<file path="config.mk">
export PLATFORM = sky130hd
export DESIGN_NAME = ram_refresh_sched_flat
export DESIGN_NICKNAME = d
export VERILOG_FILES = /design/src/rtl/ram_refresh_sched_if.sv /design/src/rtl/ram_refresh_sched.sv /design/src/flat_wrapper.sv
export SDC_FILE = /design/constraint.sdc
export NUM_CORES = 1
export LEC_CHECK = 0
export ABC_AREA = 1
export CAP_MARGIN = 20
export CORE_ASPECT_RATIO = 0.5
export CORE_UTILIZATION = 35
export DETAILED_ROUTE_END_ITERATION = 12
export PLACE_DENSITY = 0.51
export REMOVE_ABC_BUFFERS = 1
export SETUP_SLACK_MARGIN = 0.4
export SLEW_MARGIN = 10
export SYNTH_ARGS = -nofsm -noshare
export SYNTH_HDL_FRONTEND = slang
export SYNTH_SLANG_ARGS = --single-unit
</file>
<file path="constraint.sdc">
create_clock -name i_clk -period 1.55 [get_ports i_clk]
set_input_delay 0.465 -clock i_clk [delete_from_list [all_inputs] [get_ports i_clk]]
set_output_delay 0.465 -clock i_clk [all_outputs]
set_load 0.05 [all_outputs]
</file>
<file path="src/rtl/ram_refresh_sched_if.sv">
// Refresh scheduler <-> DRAM controller refresh-counter interface.
// The scheduler uses the slave modport. The controller side, or a bench,
// uses the master modport.
// The holdoff signal exists only when REFSCHED_HOLDOFF_EN is defined.
interface ram_refresh_sched_if #(
  parameter int DEBT_W = 3
);
  logic              en;          // timer enable
  logic              ref_ack;     // one-clock refresh-issued pulse
  logic              ref_req;     // refresh request
  logic              ref_urgent;  // urgent refresh request
  logic [DEBT_W-1:0] debt;        // outstanding refreshes
  logic              overflow;    // sticky debt overflow
`ifdef REFSCHED_HOLDOFF_EN
  logic              holdoff;     // mask non-urgent requests

  modport master (
    output en, ref_ack, holdoff,
    input  ref_req, ref_urgent, debt, overflow
  );
  modport slave (
    input  en, ref_ack, holdoff,
    output ref_req, ref_urgent, debt, overflow
  );
`else
  modport master (
    output en, ref_ack,
    input  ref_req, ref_urgent, debt, overflow
  );
  modport slave (
    input  en, ref_ack,
    output ref_req, ref_urgent, debt, overflow
  );
`endif
endinterface

</file>
<file path="src/rtl/ram_refresh_sched.sv">
// ram_refresh_sched
// A periodic timer accrues refresh debt, and every acknowledged refresh
// retires one unit of that debt.
// A request becomes urgent once the debt reaches URG_TH. After each ack,
// the request is held low for GAP clocks, which lets the controller's
// done latch clear.
// Optional feature macro: REFSCHED_HOLDOFF_EN (adds a holdoff input that
// masks non-urgent requests).
module ram_refresh_sched #(
  parameter int PERIOD   = 390,
  parameter int DEBT_W   = 3,
  parameter int DEBT_MAX = 7,
  parameter int URG_TH   = 2,
  parameter int GAP      = 3
) (
  input  logic                i_clk,
  input  logic                i_rst,
  ram_refresh_sched_if.slave  bus
);

  localparam int TMR_W = $clog2(PERIOD);
  localparam int GAP_W = $clog2(GAP);

  typedef enum logic [1:0] {
    S_IDLE = 2'd0,
    S_REQ  = 2'd1,
    S_GAP  = 2'd2
  } state_t;

  state_t             r_state;
  state_t             w_state_nxt;
  logic [TMR_W-1:0]   r_timer;
  logic [DEBT_W-1:0]  r_debt;
  logic [DEBT_W-1:0]  w_debt_nxt;
  logic [GAP_W-1:0]   r_gap_cnt;
  logic [GAP_W-1:0]   w_gap_nxt;
  logic               r_req;
  logic               r_urg;
  logic               r_ovf;
  logic               w_req_d;
  logic               w_urg_d;
  logic               w_ovf_set;
  logic               w_tick;
  logic               w_ack;
  logic               w_mask;

  // Slot tick is produced when the running timer reaches zero.
  assign w_tick = bus.en && (r_timer == TMR_W'(0));
  // Only acks that answer an outstanding request are counted.
  assign w_ack  = bus.ref_ack && (r_state == S_REQ);

`ifdef REFSCHED_HOLDOFF_EN
  assign w_mask = bus.holdoff;
`else
  assign w_mask = 1'b0;
`endif

  // Slot timer: counts down while enabled and reloads after each tick.
  always_ff @(posedge i_clk or posedge i_rst) begin
    if (i_rst) begin
      r_timer <= TMR_W'(PERIOD - 1);
    end else if (w_tick) begin
      r_timer <= TMR_W'(PERIOD - 1);
    end else if (bus.en) begin
      r_timer <= r_timer - TMR_W'(1);
    end else begin
      r_timer <= r_timer;
    end
  end

  // Debt bookkeeping: a tick adds debt and an ack retires it. When both
  // occur together they cancel. Debt saturates instead of wrapping.
  always_comb begin
    w_debt_nxt = r_debt;
    w_ovf_set  = 1'b0;
    if (w_tick && !w_ack) begin
      if (r_debt == DEBT_W'(DEBT_MAX)) begin
        w_ovf_set = 1'b1;
      end else begin
        w_debt_nxt = r_debt + DEBT_W'(1);
      end
    end else if (w_ack && !w_tick) begin
      w_debt_nxt = r_debt - DEBT_W'(1);
    end else begin
      w_debt_nxt = r_debt;
    end
  end

  // Request FSM: next state, gap counter and next registered outputs.
  // The request drops on the ack edge itself. GAP state leaves when the
  // counter decrements to zero, so the request stays low for exactly GAP
  // clocks.
  always_comb begin
    w_state_nxt = r_state;
    w_gap_nxt   = r_gap_cnt;
    w_req_d     = 1'b0;
    w_urg_d     = 1'b0;
    case (r_state)
      S_IDLE: begin
        if (w_debt_nxt != DEBT_W'(0)) begin
          w_state_nxt = S_REQ;
        end else begin
          w_state_nxt = S_IDLE;
        end
      end
      S_REQ: begin
        if (w_ack) begin
          w_state_nxt = S_GAP;
          w_gap_nxt   = GAP_W'(GAP - 1);
        end else begin
          w_urg_d = (w_debt_nxt >= DEBT_W'(URG_TH));
          // A holdoff masks only non-urgent requests.
          w_req_d = !(w_mask && !w_urg_d);
        end
      end
      S_GAP: begin
        w_gap_nxt = r_gap_cnt - GAP_W'(1);
        if (r_gap_cnt == GAP_W'(1)) begin
          if (w_debt_nxt != DEBT_W'(0)) begin
            w_state_nxt = S_REQ;
          end else begin
            w_state_nxt = S_IDLE;
          end
        end else begin
          w_state_nxt = S_GAP;
        end
      end
      default: begin
        w_state_nxt = S_IDLE;
        w_gap_nxt   = GAP_W'(0);
      end
    endcase
  end

  // State, debt, gap counter and registered outputs.
  always_ff @(posedge i_clk or posedge i_rst) begin
    if (i_rst) begin
      r_state   <= S_IDLE;
      r_debt    <= DEBT_W'(0);
      r_gap_cnt <= GAP_W'(0);
      r_req     <= 1'b0;
      r_urg     <= 1'b0;
      r_ovf     <= 1'b0;
    end else begin
      r_state   <= w_state_nxt;
      r_debt    <= w_debt_nxt;
      r_gap_cnt <= w_gap_nxt;
      r_req     <= w_req_d;
      r_urg     <= w_urg_d;
      r_ovf     <= r_ovf | w_ovf_set;
    end
  end

  assign bus.ref_req    = r_req;
  assign bus.ref_urgent = r_urg;
  assign bus.debt       = r_debt;
  assign bus.overflow   = r_ovf;

endmodule

</file>
<file path="src/flat_wrapper.sv">
// flat-port wrapper written by rule: the top's interface ports become plain ports
module ram_refresh_sched_flat 
#(
  parameter int PERIOD   = 390,
  parameter int DEBT_W   = 3,
  parameter int DEBT_MAX = 7,
  parameter int URG_TH   = 2,
  parameter int GAP      = 3
)
  (i_clk, i_rst, bus_en, bus_ref_ack, bus_ref_req, bus_ref_urgent, bus_debt, bus_overflow);
  ram_refresh_sched_if #(.DEBT_W(DEBT_W)) bus_i ();
  input  logic i_clk;
  input  logic i_rst;
  input wire logic [$bits(bus_i.en)-1:0] bus_en;
  input wire logic [$bits(bus_i.ref_ack)-1:0] bus_ref_ack;
  output wire logic [$bits(bus_i.ref_req)-1:0] bus_ref_req;
  output wire logic [$bits(bus_i.ref_urgent)-1:0] bus_ref_urgent;
  output wire logic [$bits(bus_i.debt)-1:0] bus_debt;
  output wire logic [$bits(bus_i.overflow)-1:0] bus_overflow;
  assign bus_i.en = bus_en;
  assign bus_i.ref_ack = bus_ref_ack;
  assign bus_ref_req = bus_i.ref_req;
  assign bus_ref_urgent = bus_i.ref_urgent;
  assign bus_debt = bus_i.debt;
  assign bus_overflow = bus_i.overflow;
  ram_refresh_sched #(.PERIOD(PERIOD), .DEBT_W(DEBT_W), .DEBT_MAX(DEBT_MAX), .URG_TH(URG_TH), .GAP(GAP)) u_core (.i_clk(i_clk), .i_rst(i_rst), .bus(bus_i));
endmodule
</file>
==> qor.csv <==
stage,metric,value,unit
outcome,outcome,completed,
setup_path,critPathLaunchType,register,
cts,cts_buffer_depth,2,
setup_path,slowest_stage,dfstp_2,
logic_synthesis,synth_top_area_cell,dfrtp_1,
grt,grt_pass1_vias,865,
grt,antenna_found_initial,0,
setup_path,worst_path_dominant_cell_family,simple AND/OR/NAND/NOR gates,
sta,rsz0062_at_grt,yes,
grt,grt_pass1_wl,3.94,mm
sta,fin_skew,0.0117,ns
placement,place.detailed.hpwl,1.59,mm
die,fp.coreArea,2750,um2
cells_and_area,layout-drive-gt1-share,0.569,
cells_and_area,areaGrowthSynthToFinish,65.6,%
cts,cts_sinks,19,
setup_path,arrival,1.69,ns
cells_and_area,fillers,231,
grt,grt_overflow,0,
logic_synthesis,yosysSeqAreaShare,0.448,
die,std_cell_rows,13,
cts,cts_buffers,3,
setup_path,path_buf_inv,2,
setup_path,worst_setup_path_end_kind,register,
logic_synthesis,yosys_warnings,0,
min_path,min_path_type,input pin to asynchronous set/reset pin,
grt,grt_max_degree,20,
pwr,cellLeakagePower,0.845,nW
placement,gp_congestion,0.776,
sta,fin_ws,0.0141,ns
setup_path,crit_chain,inv_2 -> ha_4 -> nand3_2 -> inv_2 -> nand4_1 -> nand2_1 -> nand2_2 -> nand2_2 -> nor2_4 -> nand2_1 -> nand2_1 -> nand2_1,
sta,worst_pin_slew,0.298,ns
routing,ant_nets,0,
grt,grtUsageTotal,0.167,
logic_synthesis,synth_top_area_frac,0.350,
routing,avgViaCountPerCell,4.50,
job,max-cap-violations,0,
routing,drt_pass1_iterations,4,
logic_synthesis,syn_inst,123,
sta,fmax,651,MHz
cells_and_area,design_area,1780,um2
cells_and_area,mostFrequentLayoutCells,"buf_4, dfrtp_1, inv_1, nand2_1",
setup_path,crit_fanout,4,
pwr,p_per_area,1860,nW/um2
routing,drc_errors,0,
cells_and_area,diodes,0,
routing,num_vias,918,
die,initial_core_util,0.391,
die,die_h,41.2,um
cts,tritoncts,built,
setup_path,critical_path_class,register to register,
sta,whs,0.518,ns
die,die_w,80.3,um
cts,clk_latency,0.26,ns
placement,placed_area,1420,um2
routing,wire_per_inst,12.2,um
logic_synthesis,synth_seq_cells,19,
placement,io_buffer_count,9,
logic_synthesis,synth_area_per_cell,8.73,um2
logic_synthesis,synthDistinctLibCells,26,
routing,drt-initial-drc-count,11,
setup_path,required,1.70,ns
sta,drv_slew,0,
cts,root_buffer,clkbuf_8,
cts,htree_levels,1,
logic_synthesis,syn-cell-area,1070,um2
cells_and_area,fin_nets,181,
logic_synthesis,synth_area_leaders,"dfrtp_1, ha_1, dfstp_2, inv_1, nand2_1",
setup_path,cp_slowest_stage_delay,0.53,ns
sta,min_period,1.54,ns
routing,wl,2.48,mm
sta,finalSetupViolations,0,
cts,clkTransAtPathRegs,0.08,ns
pwr,ir_worst_vdd,1.03,mV
die,pin_count,10,
sta,fin_crit_sh,0.991,
sta,slew_headroom,0.799,
cells_and_area,layout_commonest_cell,buf_4,
sta,hold_violations,0,
setup_path,crit_path_frequent_cell,nand2_1,
die,die_area,3310,um2
placement,place_ws,-0.334,ns
-- power breakdown --
| part | leakage (nW) | total (mW) | switching [mW] | internal (mW) |
|---|---|---|---|---|
| clock | 0.0228 | 0.363 | 0.180 | 0.183 |
| combinational | 0.595 | 2.06 | 0.989 | 1.07 |
| sequential | 0.227 | 0.883 | 0.184 | 0.698 |
-- path summary, 6_finish.rpt --
path | depth (start not counted) | to | from | slack, ns
min in group i_clk | 1 | u_core.r_gap_cnt[0] | u_core.r_gap_cnt[0] | 0.52
max in group asynchronous | 3 | u_core.r_timer[7] | i_rst | 0.76
max reg2reg | 12 | u_core.r_state[0] | u_core.r_timer[0] | 0.01
min | 3 | u_core.r_timer[3] | i_rst | 0.52
min reg2reg | 1 | u_core.r_gap_cnt[0] | u_core.r_gap_cnt[0] | 0.52
max | 12 | u_core.r_state[0] | u_core.r_timer[0] | 0.01
-- Yosys cell counts --
cell	count
a211oi_1	1
a21oi_1	7
clkinv_2	1
dfrtp_1	15
dfstp_2	4
ha_1	9
inv_1	19
inv_2	2
nand2_1	18
nand2_2	3
nand2_4	2
nand3_1	5
nand3_4	1
nand4_1	2
nor2_1	10
nor2_2	2
nor2_4	2
nor3_1	2
o211ai_1	1
o21ai_0	11
o21bai_1	1
o22ai_1	1
o31ai_1	1
or2_2	1
xnor2_1	1
xor2_1	1
-- cell type report --
cell class	count	area, um2	area share
Inverter	22	97.6	0.0549
Timing Repair Buffer	40	422	0.237
Sequential cell	19	480	0.270
Clock buffer	4	45.0	0.0253
Tap cell	37	46.3	0.0260
Multi-Input combinational cell	82	687	0.386
-- cells by family after synthesis --
| kind of cell | after synthesis | synth area share |
|---|---|---|
| DFF | 19 | 0.448 |
| xor gates and xnor gates | 2 | 0.0163 |
| adders and majority gates | 9 | 0.105 |
| buffers and inverters | 22 | 0.0781 |
| AOI/OAI and AO/OA | 23 | 0.118 |
| and+or+nand+nor | 48 | 0.235 |
-- through the flow --
stage               TNS (ns)  utilization  instances  power [mW]
floorplan             -0.190            -        123        1.66
global placement       -2.36        0.517        189        2.22
detailed placement     -2.48        0.517        189        2.24
CTS                  -0.0147        0.591        196        2.91
global route          -0.141        0.647        204        3.56
finish                     0        0.647        204        3.31
-- flip-flops by register name, summed over array words and instances (netlist names) --
register / count
u_core.bus.ref_urgent: 1
u_core.bus.debt: 3
u_core.bus.overflow: 1
u_core.r_state: 2
u_core.r_gap_cnt: 2
u_core.bus.ref_req: 1
u_core.r_timer: 9
-- timing repair --
item                                    CTS  global route
gates resized for setup                  52            23
hold buffers                              0             0
pin swaps                                19            11
buffers inserted                          3             8
endpoints found under the setup margin   24            24
-- layer usage --
layer	routed length [um]	share of wire	track usage	vias to the layer above
met5	0	0	0	-
met1	1250	0.50	0.206	427
met4	20	0.0081	0.0491	0
li1	-	-	-	480
met2	1150	0.46	0.284	9
met3	68	0.027	0.0622	2
-- tightest hold or removal path, stage by stage --
cell             delay (ns)
clkdlybuf4s50_1        0.39
inv_1                  0.05
buf_4                  0.26
Power figures use the tool's default switching activity.
